[src/rtl/rv_pipe_pkg.sv]
// Shared constants for the RV32 pipeline front end: default PC width,
// reset vector, sequential step and the layout of a fetch queue entry.
package rv_pipe_pkg;

  localparam int unsigned RV_XLEN     = 32;
  localparam int unsigned RV_RESET_PC = 0;
  localparam int unsigned RV_PC_STEP  = 4;

  // Queue entry layout, MSB to LSB: {instr, pc, fault}
  localparam int unsigned INSTR_W = 32;
  localparam int unsigned FAULT_W = 1;

  function automatic int unsigned entry_width(input int unsigned xlen);
    return INSTR_W + xlen + FAULT_W;
  endfunction

endpackage

[src/rtl/fetch_fifo.sv]
// Synchronous FIFO holding fetched instruction entries. Flush empties the
// queue and takes priority over push and pop. Pointers wrap naturally
// because DEPTH is a power of two.
module fetch_fifo #(
  parameter int unsigned WIDTH = 8,
  parameter int unsigned DEPTH = 4
) (
  input  logic                     clk,
  input  logic                     rst_n,
  input  logic                     push_i,
  input  logic                     pop_i,
  input  logic                     flush_i,
  input  logic [WIDTH-1:0]         data_i,
  output logic                     full_o,
  output logic                     empty_o,
  output logic [$clog2(DEPTH):0]   count_o,
  output logic [WIDTH-1:0]         head_o
);

  localparam int unsigned PW = $clog2(DEPTH);
  localparam int unsigned CW = PW + 1;

  logic [WIDTH-1:0] mem_q [DEPTH];
  logic [PW-1:0]    wr_ptr_q;
  logic [PW-1:0]    rd_ptr_q;
  logic [CW-1:0]    count_q;
  logic             do_push;
  logic             do_pop;

  assign empty_o = (count_q == '0);
  assign full_o  = (count_q == CW'(DEPTH));
  assign count_o = count_q;
  assign head_o  = mem_q[rd_ptr_q];

  // A pop frees a slot in the same cycle, so a full queue may still accept a push
  assign do_pop  = pop_i & ~empty_o;
  assign do_push = push_i & (~full_o | do_pop);

  // Storage, pointers and occupancy; storage is cleared on reset so the head reads zero
  always_ff @(posedge clk or negedge rst_n) begin
    if (!rst_n) begin
      for (int unsigned i = 0; i < DEPTH; i++) begin
        mem_q[i] <= '0;
      end
      wr_ptr_q <= '0;
      rd_ptr_q <= '0;
      count_q  <= '0;
    end else if (flush_i) begin
      wr_ptr_q <= '0;
      rd_ptr_q <= '0;
      count_q  <= '0;
    end else begin
      if (do_push) begin
        mem_q[wr_ptr_q] <= data_i;
        wr_ptr_q        <= wr_ptr_q + PW'(1);
      end
      if (do_pop) begin
        rd_ptr_q <= rd_ptr_q + PW'(1);
      end
      case ({do_push, do_pop})
        2'b10:   count_q <= count_q + CW'(1);
        2'b01:   count_q <= count_q - CW'(1);
        default: count_q <= count_q;
      endcase
    end
  end

endmodule

[src/rtl/fetch_queue.sv]
// Instruction fetch front end: drives a one-cycle-latency IMEM port,
// queues returned words with their PCs and hands them to decode over a
// valid/ready handshake. A redirect from EX flushes everything queued or
// in flight and restarts fetch at the target.
module fetch_queue
  import rv_pipe_pkg::*;
#(
  parameter int unsigned       XLEN     = RV_XLEN,
  parameter int unsigned       DEPTH    = 4,
  parameter logic [XLEN-1:0]   RESET_PC = XLEN'(RV_RESET_PC),
  parameter int unsigned       PC_STEP  = RV_PC_STEP
) (
  input  logic                     clk,
  input  logic                     rst_n,
  output logic                     imem_req_o,
  output logic [XLEN-1:0]          imem_addr_o,
  input  logic [INSTR_W-1:0]       imem_rdata_i,
  input  logic                     redirect_valid_i,
  input  logic [XLEN-1:0]          redirect_pc_i,
  output logic                     dec_valid_o,
  input  logic                     dec_ready_i,
  output logic [INSTR_W-1:0]       dec_instr_o,
  output logic [XLEN-1:0]          dec_pc_o,
  output logic                     dec_fault_o,
  output logic [$clog2(DEPTH):0]   count_o
);

  localparam int unsigned CW = $clog2(DEPTH) + 1;
  localparam int unsigned DW = CW + 1;
  localparam int unsigned EW = entry_width(XLEN);

  logic [XLEN-1:0] fetch_pc_q, fetch_pc_d;
  logic            resp_valid_q, resp_valid_d;
  logic [XLEN-1:0] resp_pc_q, resp_pc_d;

  logic            pop;
  logic            push;
  logic            issue_ok;
  logic [DW-1:0]   demand;
  logic            fifo_full;
  logic            fifo_empty;
  logic [CW-1:0]   fifo_count;
  logic [EW-1:0]   fifo_head;
  logic [EW-1:0]   fifo_data;

  // Request, pop/push and next-state decisions; a redirect overrides the issue rule and drops the arriving response
  always_comb begin
    pop          = dec_valid_o & dec_ready_i & ~redirect_valid_i;
    demand       = DW'(fifo_count) + DW'(resp_valid_q) - DW'(pop);
    issue_ok     = (demand < DW'(DEPTH));
    imem_req_o   = rst_n & (redirect_valid_i | issue_ok);
    imem_addr_o  = redirect_valid_i ? redirect_pc_i : fetch_pc_q;
    fetch_pc_d   = imem_req_o ? (imem_addr_o + XLEN'(PC_STEP)) : fetch_pc_q;
    resp_valid_d = imem_req_o;
    resp_pc_d    = imem_addr_o;
    push         = resp_valid_q & ~redirect_valid_i & (~fifo_full | pop);
    fifo_data    = {imem_rdata_i, resp_pc_q, (resp_pc_q[1:0] != 2'b00)};
  end

  // Fetch PC and the one outstanding IMEM response tracker
  always_ff @(posedge clk or negedge rst_n) begin
    if (!rst_n) begin
      fetch_pc_q   <= RESET_PC;
      resp_valid_q <= 1'b0;
      resp_pc_q    <= '0;
    end else begin
      fetch_pc_q   <= fetch_pc_d;
      resp_valid_q <= resp_valid_d;
      resp_pc_q    <= resp_pc_d;
    end
  end

  fetch_fifo #(
    .WIDTH (EW),
    .DEPTH (DEPTH)
  ) u_fifo (
    .clk     (clk),
    .rst_n   (rst_n),
    .push_i  (push),
    .pop_i   (pop),
    .flush_i (redirect_valid_i),
    .data_i  (fifo_data),
    .full_o  (fifo_full),
    .empty_o (fifo_empty),
    .count_o (fifo_count),
    .head_o  (fifo_head)
  );

  assign dec_valid_o = ~fifo_empty;
  assign count_o     = fifo_count;
  assign {dec_instr_o, dec_pc_o, dec_fault_o} = fifo_head;

endmodule

[config.mk]
export PLATFORM = sky130hd
export DESIGN_NAME = fetch_queue
export DESIGN_NICKNAME = d
export VERILOG_FILES = /design/src/rtl/rv_pipe_pkg.sv /design/src/rtl/fetch_fifo.sv /design/src/rtl/fetch_queue.sv
export SDC_FILE = /design/constraint.sdc
export NUM_CORES = 1
export LEC_CHECK = 0
export ABC_AREA = 1
export ABC_CLOCK_PERIOD_IN_PS = 2800
export CORE_MARGIN = 3
export CORE_UTILIZATION = 57
export CTS_CLUSTER_DIAMETER = 60
export DETAILED_ROUTE_END_ITERATION = 8
export PLACE_DENSITY = 0.8
export SYNTH_ARGS = -nofsm -noshare
export SYNTH_HDL_FRONTEND = slang
export SYNTH_HIERARCHICAL = 1
export SYNTH_SLANG_ARGS = --single-unit
[constraint.sdc]
create_clock -name clk -period 2.8 [get_ports clk]
set_clock_uncertainty 0.05 [all_clocks]
set_input_delay 0.42 -clock clk [delete_from_list [all_inputs] [get_ports clk]]
set_output_delay 0.42 -clock clk [all_outputs]
set_load 0.01 [all_outputs]
Yosys cells after proc, flatten, opt, wreduce, memory -nomap -nowiden
Index checks and enable logic that the tools add are counted.
{"block": "word_totals", "output_inout_bits": 102, "register_bits": 332}
{"block": "classes", "bitwise": 15, "addsub": 7, "muxes": 13, "eq_ne": 3, "reduce_logical": 7, "n_lt_le_gt_ge": 4}
{"operator": "$bwmux W260", "n": 1}
{"operator": "$mux W65", "n": 3}
{"operator": "$bmux W65 S2", "n": 1}
{"operator": "$demux W65 S2", "n": 1}
{"operator": "$add A32 B3 Y32 const B", "n": 1}
{"operator": "$mux W32", "n": 1}
{"operator": "$mux W2", "n": 4}
{"operator": "$and A1 B1 Y1", "n": 7}
{"operator": "$ge A3 B3 Y1 const B", "n": 2}
{"operator": "$not A2 Y3", "n": 2}
{"operator": "$pmux W3 S2", "n": 1}
{"operator": "$reduce_bool A2 Y1", "n": 3}
{"operator": "$add A2 B1 Y2 const B", "n": 2}
{"operator": "$add A3 B1 Y4", "n": 1}
{"operator": "$lt A4 B3 Y1 const B", "n": 1}
{"operator": "$sub A4 B1 Y4", "n": 1}
{"operator": "$add A3 B1 Y3 const B", "n": 1}
{"operator": "$eq A3 B3 Y1 const B", "n": 1}
{"operator": "$logic_not A3 Y1", "n": 1}
{"operator": "$lt A3 B1 Y1 const B", "n": 1}
{"operator": "$mux W3", "n": 1}
{"operator": "$not A1 Y1", "n": 3}
{"operator": "$or A1 B1 Y1", "n": 3}
{"operator": "$reduce_bool A3 Y1", "n": 1}
{"operator": "5 further kinds", "n": 5}

Longest topological paths before layout
{"block": "depth", "depth_word": 10, "ltp_mapped": 19}

Hierarchy
Netlist, hierarchy kept.
{"module": "fetch_fifo", "instances": 1, "cells_each": 1558, "seq_area_each_um2": 6681.4, "area_each_um2": 12655.9}
{"module": "fetch_queue", "instances": 1, "cells_each": 490, "seq_area_each_um2": 1626.6, "area_each_um2": 3537.1}

Worst setup path before layout
OpenSTA, ideal clock, no wires.
{"block": "synth_timing", "kind": "register to output", "startpoint": "register u_fifo.count_q[2], in the netlist u_fifo/count_o[2]", "endpoint": "output port imem_req_o", "path_buffers": 1, "path_stages_with_launch": 17, "slack_ns": 0.103, "arrival_time_ns": 2.227, "path_cell_list": "dfrtp_1 -> inv_1 -> nand2_1 -> inv_1 -> inv_1 -> nand2_1 -> nor2_1 -> ha_1 -> inv_1 -> ha_1 -> nand3_1 -> nand2_1 -> nand2_1 -> nand2_1 -> nand2_1 -> a21boi_2 -> buf_2"}
{"block": "synth_between", "elab_chain_cells": 8, "word_cells_on_any_way": 9, "cone_classes": "add/sub (2); order compare (1); bitwise (5); reduce/logical (1)"}
{"item": "from (decl)", "line_no": "fetch_fifo.sv:26", "source": "logic [CW-1:0] count_q;"}
{"item": "from (signal assigned)", "line_no": "fetch_fifo.sv:61", "source": "2'b10: count_q <= count_q + CW'(1);"}
{"item": "from (signal assigned)", "line_no": "fetch_fifo.sv:62", "source": "2'b01: count_q <= count_q - CW'(1);"}
{"item": "from (signal assigned)", "line_no": "fetch_fifo.sv:63", "source": "default: count_q <= count_q;"}
{"item": "$logic_not A3 Y1", "line_no": "fetch_fifo.sv:30", "source": "assign empty_o = (count_q == '0);"}
{"item": "named net fifo_empty", "line_no": "fetch_queue.sv:41", "source": "logic fifo_empty;"}
{"item": "$not A1 Y1", "line_no": "fetch_queue.sv:89", "source": "assign dec_valid_o = ~fifo_empty;"}
{"item": "named net dec_valid_o", "line_no": "fetch_queue.sv:20", "source": "output logic dec_valid_o,"}
{"item": "$and A1 B1 Y1 (2 in a row)", "line_no": "fetch_queue.sv:48", "source": "pop = dec_valid_o & dec_ready_i & ~redirect_valid_i;"}
{"item": "named net pop", "line_no": "fetch_queue.sv:36", "source": "logic pop;"}
{"item": "$sub A4 B1 Y4", "line_no": "fetch_queue.sv:49", "source": "demand = DW'(fifo_count) + DW'(resp_valid_q) - DW'(pop);"}
{"item": "$lt A4 B3 Y1", "line_no": "fetch_queue.sv:50", "source": "issue_ok = (demand < DW'(DEPTH));"}
{"item": "$or A1 B1 Y1", "line_no": "fetch_queue.sv:51", "source": "imem_req_o = rst_n & (redirect_valid_i | issue_ok);"}
{"item": "$and A1 B1 Y1", "line_no": "fetch_queue.sv:51"}
{"item": "to (decl)", "line_no": "fetch_queue.sv:15", "source": "output logic imem_req_o,"}
The timed path passes the listed nets, and every way through them passes these cells.

Final worst setup path
{"block": "layout_timing", "startpoint": "register u_fifo.count_q[2], in the netlist u_fifo/count_o[2]", "endpoint": "output port imem_req_o"}
{"block": "layout_between", "elab_chain_cells": 8, "word_cells_on_any_way": 9, "cone_classes": "add/sub (2); order compare (1); bitwise (5); reduce/logical (1)"}
{"item": "$logic_not A3 Y1", "line_no": "fetch_fifo.sv:30"}
{"item": "named net fifo_empty", "line_no": "fetch_queue.sv:41"}
{"item": "$not A1 Y1", "line_no": "fetch_queue.sv:89"}
{"item": "$and A1 B1 Y1 (2 in a row)", "line_no": "fetch_queue.sv:48"}
{"item": "named net pop", "line_no": "fetch_queue.sv:36"}
{"item": "$sub A4 B1 Y4", "line_no": "fetch_queue.sv:49"}
{"item": "$lt A4 B3 Y1", "line_no": "fetch_queue.sv:50"}
{"item": "$or A1 B1 Y1", "line_no": "fetch_queue.sv:51"}
{"item": "$and A1 B1 Y1", "line_no": "fetch_queue.sv:51"}
The timed path passes the listed nets, and every way through them passes these cells.

==> flow_summary.json <==
{
  "grt_pass1_wl_mm": 77.1,
  "die_area_um2": 30500,
  "drtAntennaViolNets": 0,
  "tightestPinTransition_ps": 894,
  "n_antenna_cell": 0,
  "synth_cells": 2048,
  "cp_data_arrival_time_ps": 2330,
  "period_share_pct": 99.9,
  "grt_max_degree": 113,
  "cts_tree": "done",
  "antenna_found_initial": 0,
  "grt_pass1_vias": 15220,
  "gp_congestion": 0.921,
  "synth_area_leader_cell": "dfrtp_1",
  "critPathKind": "register to output pin",
  "async_reset_ff_share_pct": 100,
  "slew_viol_final": 0,
  "p_clk_share_pct": 26.0,
  "start_util_pct": 58.1,
  "status": "finished, final reports clean",
  "num_rows": 61,
  "first_iter_violations": 1605,
  "worst_hold_slack_ps": 256,
  "fill_cells": 2099,
  "via_per_inst": 5.78,
  "required_ps": 2330,
  "ios": 170,
  "hp-class": "primary input to asynchronous set/reset pin",
  "synth_nets": 2125,
  "sw_frac_of_total_pct": 35.4,
  "syn_area_per_cell_um2": 7.91,
  "power_frac_comb_pct": 35.7,
  "synth_edf_count": 0,
  "netlist_area_um2": 16200,
  "power.switching_w": 0.00667,
  "synth_top_area_share_pct": 51.3,
  "yosys-top-cells-area": "dfrtp_1, nand2_1, o21ai_0",
  "slew_headroom_pct": 40.4,
  "first_pass_iters": 5,
  "clockBufferDepth": 3,
  "cts-root-buf": "clkbuf_16",
  "cp-end-kind": "output pin",
  "dp_hpwl_mm": 28.6,
  "die_x_um": 175,
  "setup_violations": 0,
  "syn_to_final_growth_pct": 24.0,
  "clkLatencyLatePin_ps": 510,
  "ys_seq_elements": 332,
  "fmax_mhz": 357,
  "cts_made_buffers": 37,
  "finalSetupTns_ps": 0,
  "wire_per_inst_um": 18.2,
  "clk_pin_slew_ps": 60,
  "synthDistinctLibCells": 34,
  "crit_fanout": 2,
  "place_area_um2": 18500,
  "core-area_um2": 27900,
  "yosysWarnings": 6,
  "grtUsageTotal_pct": 30.9,
  "irDropWorstVdd_v": 0.000482,
  "layout-drive-gt1-share_pct": 11.7,
  "critPathLaunchType": "register",
  "htreeDepth": 2,
  "ys_seq_area_share_pct": 51.3,
  "die_h_um": 175,
  "power_density_nw_per_um2": 939,
  "io_buffers": 169,
  "num_vias": 15151,
  "num-nets-final": 2295,
  "design_area_um2": 20100,
  "hold_viol": 0,
  "grt_overflow": 0,
  "cellInternalPower_w": 0.0122,
  "p_seq_share_pct": 38.3,
  "rsz0062_at_grt": "yes",
  "drc": 0,
  "cts_sinks": 332,
  "synth.top_cells.by_count": "nand2_1, dfrtp_1, o21ai_0",
  "fin_crit_ps": 2800,
  "synth.most_common_cell": "nand2_1",
  "r2r_setup_slack_ps": 160,
  "total_leakage_power_nw": 10.5,
  "synthFlopType": "dfrtp_1",
  "wirelength_mm": 47.6,
  "drv_cap": 0
}
## worst max-delay path, cell delays in order, from the launching register on
cell and delay, ps:
dfrtp_1 360, inv_2 50, nand2_2 80, inv_2 40, inv_2 70, nand2_4 60
nor2_4 150, ha_4 150, inv_2 40, ha_4 250, nand3_2 60, nand2_1 70
nand2_1 40, nand2_1 60, nand2_1 60, a21boi_2 140, buf_2 150
## registers in the layout, indices dropped and copies added (netlist names)
signal and cells:
u_fifo/wr_ptr_q 2, resp_pc_q 32, fetch_pc_q 32, u_fifo/rd_ptr_q 2, u_fifo/count_o 3, resp_valid_q 1, u_fifo/mem_q 260
## through the flow
step / total power, W / std cells / setup WS [ps] / utilization [%]
2_1_floorplan: 0.0106 / 2048 / 103 / -
4_1_cts: 0.0188 / 2616 / -72.4 / 71.4
6_report: 0.0189 / 2621 / 2.25 / 72.1
3_5_place_dp: 0.0138 / 2544 / -238 / 66.4
5_1_grt: 0.0200 / 2621 / -168 / 72.1
3_3_place_gp: 0.0136 / 2544 / -229 / 66.4
## routing by layer
metal | track usage [%] | share of wire, % | vias to the layer above
li1 | - | - | 6996
met1 | 40.9 | 40 | 7215
met2 | 51.9 | 48 | 823
met3 | 5.13 | 9.6 | 117
met4 | 10.7 | 2.5 | 0
met5 | 0 | 0 | -
## what timing repair did
action	4_1_cts	5_1_grt
endpoints found under the hold margin	36	0
pin swaps	7	12
gates cloned	1	1
setup endpoints to repair	59	61
hold buffers	1	0
setup buffers	6	4
resized for setup	40	48
## layout by cell type, fill, tap and decap left out, types with 2 or more instances in the layout
cell type and instances:
buf_16 2, clkdlybuf4s50_1 117, o21bai_1 4, dlymetal6s2s_1 33, o21ai_2 30, buf_8 2, ha_4 2, xor2_1 3
o21ai_0 229, nor2_1 162, nand3_1 45, a21oi_1 3, clkbuf_8 7, or2_2 5, nand3_2 2, nor2_4 9
dfrtp_1 330, bufinv_16 4, inv_1 51, o21ai_1 155, nand4_1 3, buf_6 2, nor2_2 8, buf_12 22
o22ai_1 61, and2_1 3, clkbuf_16 38, buf_4 72, nand2_2 24, clkbuf_1 8, nand2_1 747, o22ai_2 4
clkinv_2 7, inv_2 10, dlygate4sd2_1 17, ha_1 6
## path summary, 6_finish.rpt
kind	startpoint	end	cells past startpoint
setup / recovery	u_fifo/count_o[2]$_DFFE_PN0P_	imem_req_o	16
hold / removal	rst_n	u_fifo/mem_q[56]$_DFFE_PN0P_	2
setup reg to reg	u_fifo/count_o[2]$_DFFE_PN0P_	u_fifo/count_o[2]$_DFFE_PN0P_	19
hold reg to reg	u_fifo/mem_q[145]$_DFFE_PN0P_	u_fifo/mem_q[145]$_DFFE_PN0P_	2
max in group asynchronous	rst_n	u_fifo/mem_q[113]$_DFFE_PN0P_	4
min in group clk	u_fifo/mem_q[145]$_DFFE_PN0P_	u_fifo/mem_q[145]$_DFFE_PN0P_	2
## power groups by stage
stage | Clock, W | Combinational (W) | Sequential [W]
CTS | 0.00495 | 0.00666 | 0.00719
floorplan | 0 | 0.00364 | 0.00700
detailed placement | 0 | 0.00658 | 0.00724
global route | 0.00517 | 0.00740 | 0.00739
global placement | 0 | 0.00638 | 0.00717
finish | 0.00490 | 0.00674 | 0.00722
## cells by family after synthesis
group / after synthesis / share of synthesized area, %
flip-flops: 332 / 51.3
AO/OA/AOI/OAI: 488 / 16.4
XOR/XNOR: 4 / 0.216
buffers and inverters: 204 / 6.63
AND/OR/NAND/NOR: 1011 / 24.7
adder cells (fa/ha/maj): 9 / 0.742
## area by class of cell
class | instances | area (µm²) | share of cell area (%)
Tap cell | 378 | 473 | 2.35
Inverter | 64 | 256 | 1.28
Clock inverter | 12 | 166 | 0.829
Sequential cell | 332 | 8310 | 41.4
Timing Repair Buffer | 271 | 2890 | 14.4
Clock buffer | 52 | 1050 | 5.24
Multi-Input combinational cell | 1512 | 6930 | 34.5
(Power assumes the default switching activity.)
